`src/rtl/frame_max_backlight_ctrl.sv`:
```
// Converts per-frame maximum gray into a smoothed, slew-limited backlight PWM duty,
// applied on PWM period boundaries. Optional no-signal timeout under `BL_TIMEOUT_EN.
module frame_max_backlight_ctrl #(
  parameter int unsigned PWM_W        = 10,
  parameter int unsigned FILTER_SHIFT = 2,
  parameter int unsigned MAX_STEP     = 16,
  parameter int unsigned MIN_PWM      = 32
`ifdef BL_TIMEOUT_EN
  , parameter logic [23:0] TIMEOUT_CYCLES = 24'd2000000
`endif
) (
  input  logic             clk,
  input  logic             reset_n,
  input  logic [7:0]       frame_max,
  input  logic             frame_max_valid,
  input  logic             sync_signal,
  output logic [PWM_W-1:0] pwm_value,
  output logic             pwm_update,
  output logic             busy,
  output logic             overrun,
  output logic             timeout
);

  localparam int unsigned ACC_W = PWM_W + FILTER_SHIFT;
  localparam int unsigned DW    = PWM_W + 1;
  localparam logic [PWM_W-1:0]        PWM_MAX  = {PWM_W{1'b1}};
  localparam logic [ACC_W-1:0]        ACC_INIT = ACC_W'(PWM_MAX) << FILTER_SHIFT;
  localparam logic signed [PWM_W:0]   STEP_POS = DW'(MAX_STEP);
  localparam logic signed [PWM_W:0]   STEP_NEG = -STEP_POS;

  typedef enum logic [1:0] {S_IDLE, S_LATCH, S_FILTER, S_LIMIT} state_t;

  state_t              state, state_n;
  logic [7:0]          fm_q;
  logic [PWM_W-1:0]    target, filt, pending;
  logic [ACC_W-1:0]    acc;
  logic                sync_prev;

  logic                sync_rise_c;
  logic [PWM_W-1:0]    rep_c, target_c, filt_c, limit_c;
  logic [ACC_W-1:0]    acc_new_c;
  logic signed [PWM_W:0] diff_c;
  logic                timeout_hit_c;

  // State register
  always_ff @(posedge clk) begin
    if (!reset_n) state <= S_IDLE;
    else          state <= state_n;
  end

  // Next-state: one pass of LATCH/FILTER/LIMIT per accepted strobe
  always_comb begin
    state_n = state;
    case (state)
      S_IDLE:   if (frame_max_valid) state_n = S_LATCH;
      S_LATCH:  state_n = S_FILTER;
      S_FILTER: state_n = S_LIMIT;
      S_LIMIT:  state_n = S_IDLE;
      default:  state_n = S_IDLE;
    endcase
  end

  // Datapath arithmetic
  always_comb begin
    sync_rise_c = sync_signal && !sync_prev;
    rep_c       = {fm_q, fm_q[7:6]};
    target_c    = (rep_c < PWM_W'(MIN_PWM)) ? PWM_W'(MIN_PWM) : rep_c;
    acc_new_c   = acc - (acc >> FILTER_SHIFT) + ACC_W'(target);
    filt_c      = PWM_W'(acc_new_c >> FILTER_SHIFT);
    diff_c      = $signed({1'b0, filt}) - $signed({1'b0, pending});
    if (diff_c > STEP_POS)      limit_c = pending + PWM_W'(MAX_STEP);
    else if (diff_c < STEP_NEG) limit_c = pending - PWM_W'(MAX_STEP);
    else                        limit_c = filt;
  end

  always_ff @(posedge clk) begin
    if (!reset_n) begin
      fm_q       <= '0;
      target     <= '0;
      filt       <= '0;
      acc        <= ACC_INIT;
      pending    <= PWM_MAX;
      pwm_value  <= PWM_MAX;
      pwm_update <= 1'b0;
      busy       <= 1'b0;
      overrun    <= 1'b0;
      sync_prev  <= 1'b0;
    end else begin
      sync_prev  <= sync_signal;
      pwm_update <= sync_rise_c;
      if (sync_rise_c) pwm_value <= pending;
      busy    <= (state_n != S_IDLE);
      overrun <= frame_max_valid && (state != S_IDLE);
      if (state == S_IDLE && frame_max_valid) fm_q <= frame_max;
      case (state)
        S_LATCH:  target <= target_c;
        S_FILTER: begin
          acc  <= acc_new_c;
          filt <= filt_c;
        end
        S_LIMIT:  pending <= limit_c;
        default:  ;
      endcase
      // Lost signal: fall back to full backlight
      if (timeout_hit_c) begin
        pending <= PWM_MAX;
        acc     <= ACC_INIT;
      end
    end
  end

`ifdef BL_TIMEOUT_EN
  logic [23:0] idle_cnt;

  assign timeout_hit_c = !frame_max_valid && (idle_cnt != TIMEOUT_CYCLES) &&
                         (idle_cnt + 24'd1 == TIMEOUT_CYCLES);

  // Cycles since last strobe, saturating at the timeout threshold
  always_ff @(posedge clk) begin
    if (!reset_n) begin
      idle_cnt <= '0;
      timeout  <= 1'b0;
    end else if (frame_max_valid) begin
      idle_cnt <= '0;
      timeout  <= 1'b0;
    end else begin
      if (idle_cnt != TIMEOUT_CYCLES) idle_cnt <= idle_cnt + 24'd1;
      if (timeout_hit_c) timeout <= 1'b1;
    end
  end
`else
  assign timeout_hit_c = 1'b0;

  always_ff @(posedge clk) begin
    timeout <= 1'b0;
  end
`endif

endmodule

```
`config.mk`:
```
export PLATFORM = sky130hd
export DESIGN_NAME = frame_max_backlight_ctrl
export DESIGN_NICKNAME = d
export VERILOG_FILES = /design/src/rtl/frame_max_backlight_ctrl.sv
export SDC_FILE = /design/constraint.sdc
export NUM_CORES = 1
export LEC_CHECK = 0
export BUFFER_PORTS_ARGS = -buffer_cell sky130_fd_sc_hd__buf_2
export CORE_ASPECT_RATIO = 0.75
export CORE_MARGIN = 2
export CORE_UTILIZATION = 40
export CTS_CLUSTER_SIZE = 12
export DETAILED_ROUTE_END_ITERATION = 12
export GPL_ROUTABILITY_DRIVEN = 0
export GPL_TIMING_DRIVEN = 0
export PLACE_DENSITY = 0.66
export SETUP_SLACK_MARGIN = 0.02
export SLEW_MARGIN = 30
export SYNTH_ARGS = -nofsm -noshare
export SYNTH_HDL_FRONTEND = slang
export SYNTH_SLANG_ARGS = --single-unit
```
`constraint.sdc`:
```
create_clock -name clk -period 4.54 [get_ports clk]
set_clock_uncertainty 0.15 [all_clocks]
set_input_delay 0 -clock clk [delete_from_list [all_inputs] [get_ports clk]]
set_output_delay 0 -clock clk [all_outputs]
set_load 0.01 [all_outputs]
```
==> flow_metrics.tcl <==
set metrics [dict create \
    status "complete, no violations" \
    syn_area_per_cell_um2 8.371 \
    synth-main-ff-cell "dfxtp_1" \
    cts_sinks 64 \
    drt-pass1-iter-count 4 \
    seq_area_frac_synth 0.3136 \
    cts_buffer_depth 2 \
    use_met3 0.04774 \
    rows 31 \
    initial_core_util 0.4163 \
    postSynthCellCount 488 \
    post-cts-setup-buffers 0 \
    grt_pass1_vias 3284 \
    rsz0062_at_grt "no" \
    yosysMostFrequentCell "inv_1" \
    path_clk_slew_ps 60 \
    synth_nets 539 \
    cts-resized-gates 0 \
    cts_tree "done" \
    yosys-top-cells-count "68 x inv_1, 64 x dfxtp_1, 42 x nand2_1, 30 x a21oi_1, 30 x nor2_1" \
    ys_async_sr_fraction 0 \
    wl_per_cell_um 14.26 \
    tightest_slew_ps 860.4 \
    yosys-top-cells-area "dfxtp_1 31%, ha_1 8.6%, inv_1 6.2%" \
    cp_max_fo 6 \
    critPathLaunchType "flop" \
    clockRootBuffer "clkbuf_16" \
    portBuffers 24 \
    ir_drop_mv 0.2260 \
    max_freq_mhz 268.4 \
    grt_busiest_layer "met1" \
    synth_area_mm2 0.004085 \
    finish.utilization 0.4850 \
    wl_um 9569 \
    antenna_left 0 \
    grt_max_degree 13 \
    ios 26 \
    hp-class "flop to flop" \
    hold_viol 0 \
    grt_pass1_wl_um 16080 \
    h-tree-depth 3 \
    chipHeight_um 91.52 \
    die_w_um 120.7 \
    fin_setup_tns_ps 0 \
    p_leak_nw 2.115 \
    grt_util_met2 0.2646 \
    p_per_area_mw_per_mm2 606.9 \
    cp-end-kind "flop" \
    yosysWarningCount 0 \
    num_vias 3606 \
    fillers 942 \
    ff_latch_area_mm2 0.001281 \
    synth_seq_cells 64 \
    netlist-cell-type-count 68 \
    crit_arrival_ps 3770 \
    setup_ws_ps 814.4 \
    antenna_cells 0 \
    remaining_drc_errors 0 \
    drive_gt1_frac 0.1243 \
    timing.final.crit_share 0.8206 \
    overflow 0 \
    netlist.top_cell.by_area "dfxtp_1" \
    synth_top_area_share 0.3136 \
    drv_slew 0 \
    critical_path_class "flop to flop" \
    multi_input_area_mm2 0.002429 \
    numCtsBuffers 9 \
    max_cap_viol_count 0 \
    core_mm2 0.009813 \
    setup_viol 0 \
    antenna_found_initial 0 \
    grtUsageTotal 0.1824 \
    nNetsFinal 585 \
    clkLatencyLatePin_ps 330 \
    viasPerCell 5.374 \
    drtIter0Drc 275 \
    ctsHoldBuffers 11 \
    area_growth_pct 16.51 \
    die_area_mm2 0.01105 \
    period_minus_slack_ps 3726 \
    met1_usage 0.2705 \
    synth_edf_count 0 \
    place_hpwl_um 7282 \
    relSlewSlack 0.4116 \
    place_ws_ps 899.7 \
    critPathRequiredTime_ps 4580 \
]
where the power goes:
group | leakage (nW) | internal, W | switching [W]
clock | 0.123 | 0.000367 | 0.000261
sequential | 0.524 | 0.000683 | 0.0000995
combinational | 1.47 | 0.000602 | 0.000876
final timing paths:
kind | from | endpoint | slack, ps | cells past startpoint
setup / recovery | pending[4] | pending[7] | 810 | 11
hold / removal | sync_prev | pwm_update | 250 | 1
setup reg to reg | pending[4] | pending[7] | 810 | 11
hold reg to reg | sync_prev | pwm_update | 250 | 1
metal layers:
metal,vias up,share of wire
met5,-,0
li1,1804,-
met4,0,0.010
met1,1705,0.53
met2,82,0.41
met3,15,0.049
cells by family (layout without fill, tap and decap cells):
kind of cell	after synthesis	after routing	synth area share
buf+inv	92	143	0.09310
flops	64	64	0.3136
compound gates	132	132	0.2364
simple gates	141	141	0.1715
other cells	1	1	0.0009180
mux	6	6	0.01501
fa+ha+maj	39	39	0.1397
xor+xnor	13	13	0.02971
state kept, by name, indices dropped and copies added (netlist names):
signal,flops
busy,1
filt,10
sync_prev,1
overrun,1
acc,12
state,2
pending,10
fm_q,8
pwm_update,1
target,8
pwm_value,10
layout by cell type, fill, tap and decap left out, drive strengths merged, types with 4 or more instances in the layout:
master	count
a21oi	31
ha	28
fa	11
nor2b	5
a21o	7
o2111ai	4
buf	32
clkbuf	24
nand2b	5
dlygate4sd3	11
a211oi	7
dfxtp	64
o211ai	23
clkinvlp	4
nand3	25
mux2i	5
inv	69
nand2	42
nand3b	5
o21a	6
o31a	4
xnor2	12
nor2	30
o21ai	18
and2	4
o221ai	5
per-stage QoR:
stage / hold slack, ps / cells / cell area, um2 / total power, W
2_1_floorplan: -13.52 / 488 / 4085 / 0.001918
3_3_place_gp: 86.01 / 644 / 4370 / 0.002185
3_5_place_dp: 97.58 / 644 / 4370 / 0.002228
4_1_cts: 259.0 / 671 / 4755 / 0.002874
5_1_grt: 271.5 / 671 / 4760 / 0.003123
6_report: 254.7 / 671 / 4760 / 0.002889
area by class of cell:
cell class | count | share of cell area
plain buffers | 23 | 0.02550
clock buffers | 9 | 0.04732
clock inverters | 7 | 0.01025
inverters | 69 | 0.05442
multi-input cells | 332 | 0.5103
flip-flops and latches | 64 | 0.2692
well taps | 132 | 0.03470
repair buffers | 35 | 0.04837
worst max-delay path: stages (launching register included):
cell      delay, ps
dfxtp_1         400
inv_1           160
ha_1            330
a2111o_1        460
a311oi_2        430
nor2_1          130
xnor2_2         180
or4_4           490
buf_6           150
o32a_4          420
o221ai_2        180
a22oi_1         100
No activity file was read; power rests on OpenSTA's default activity.
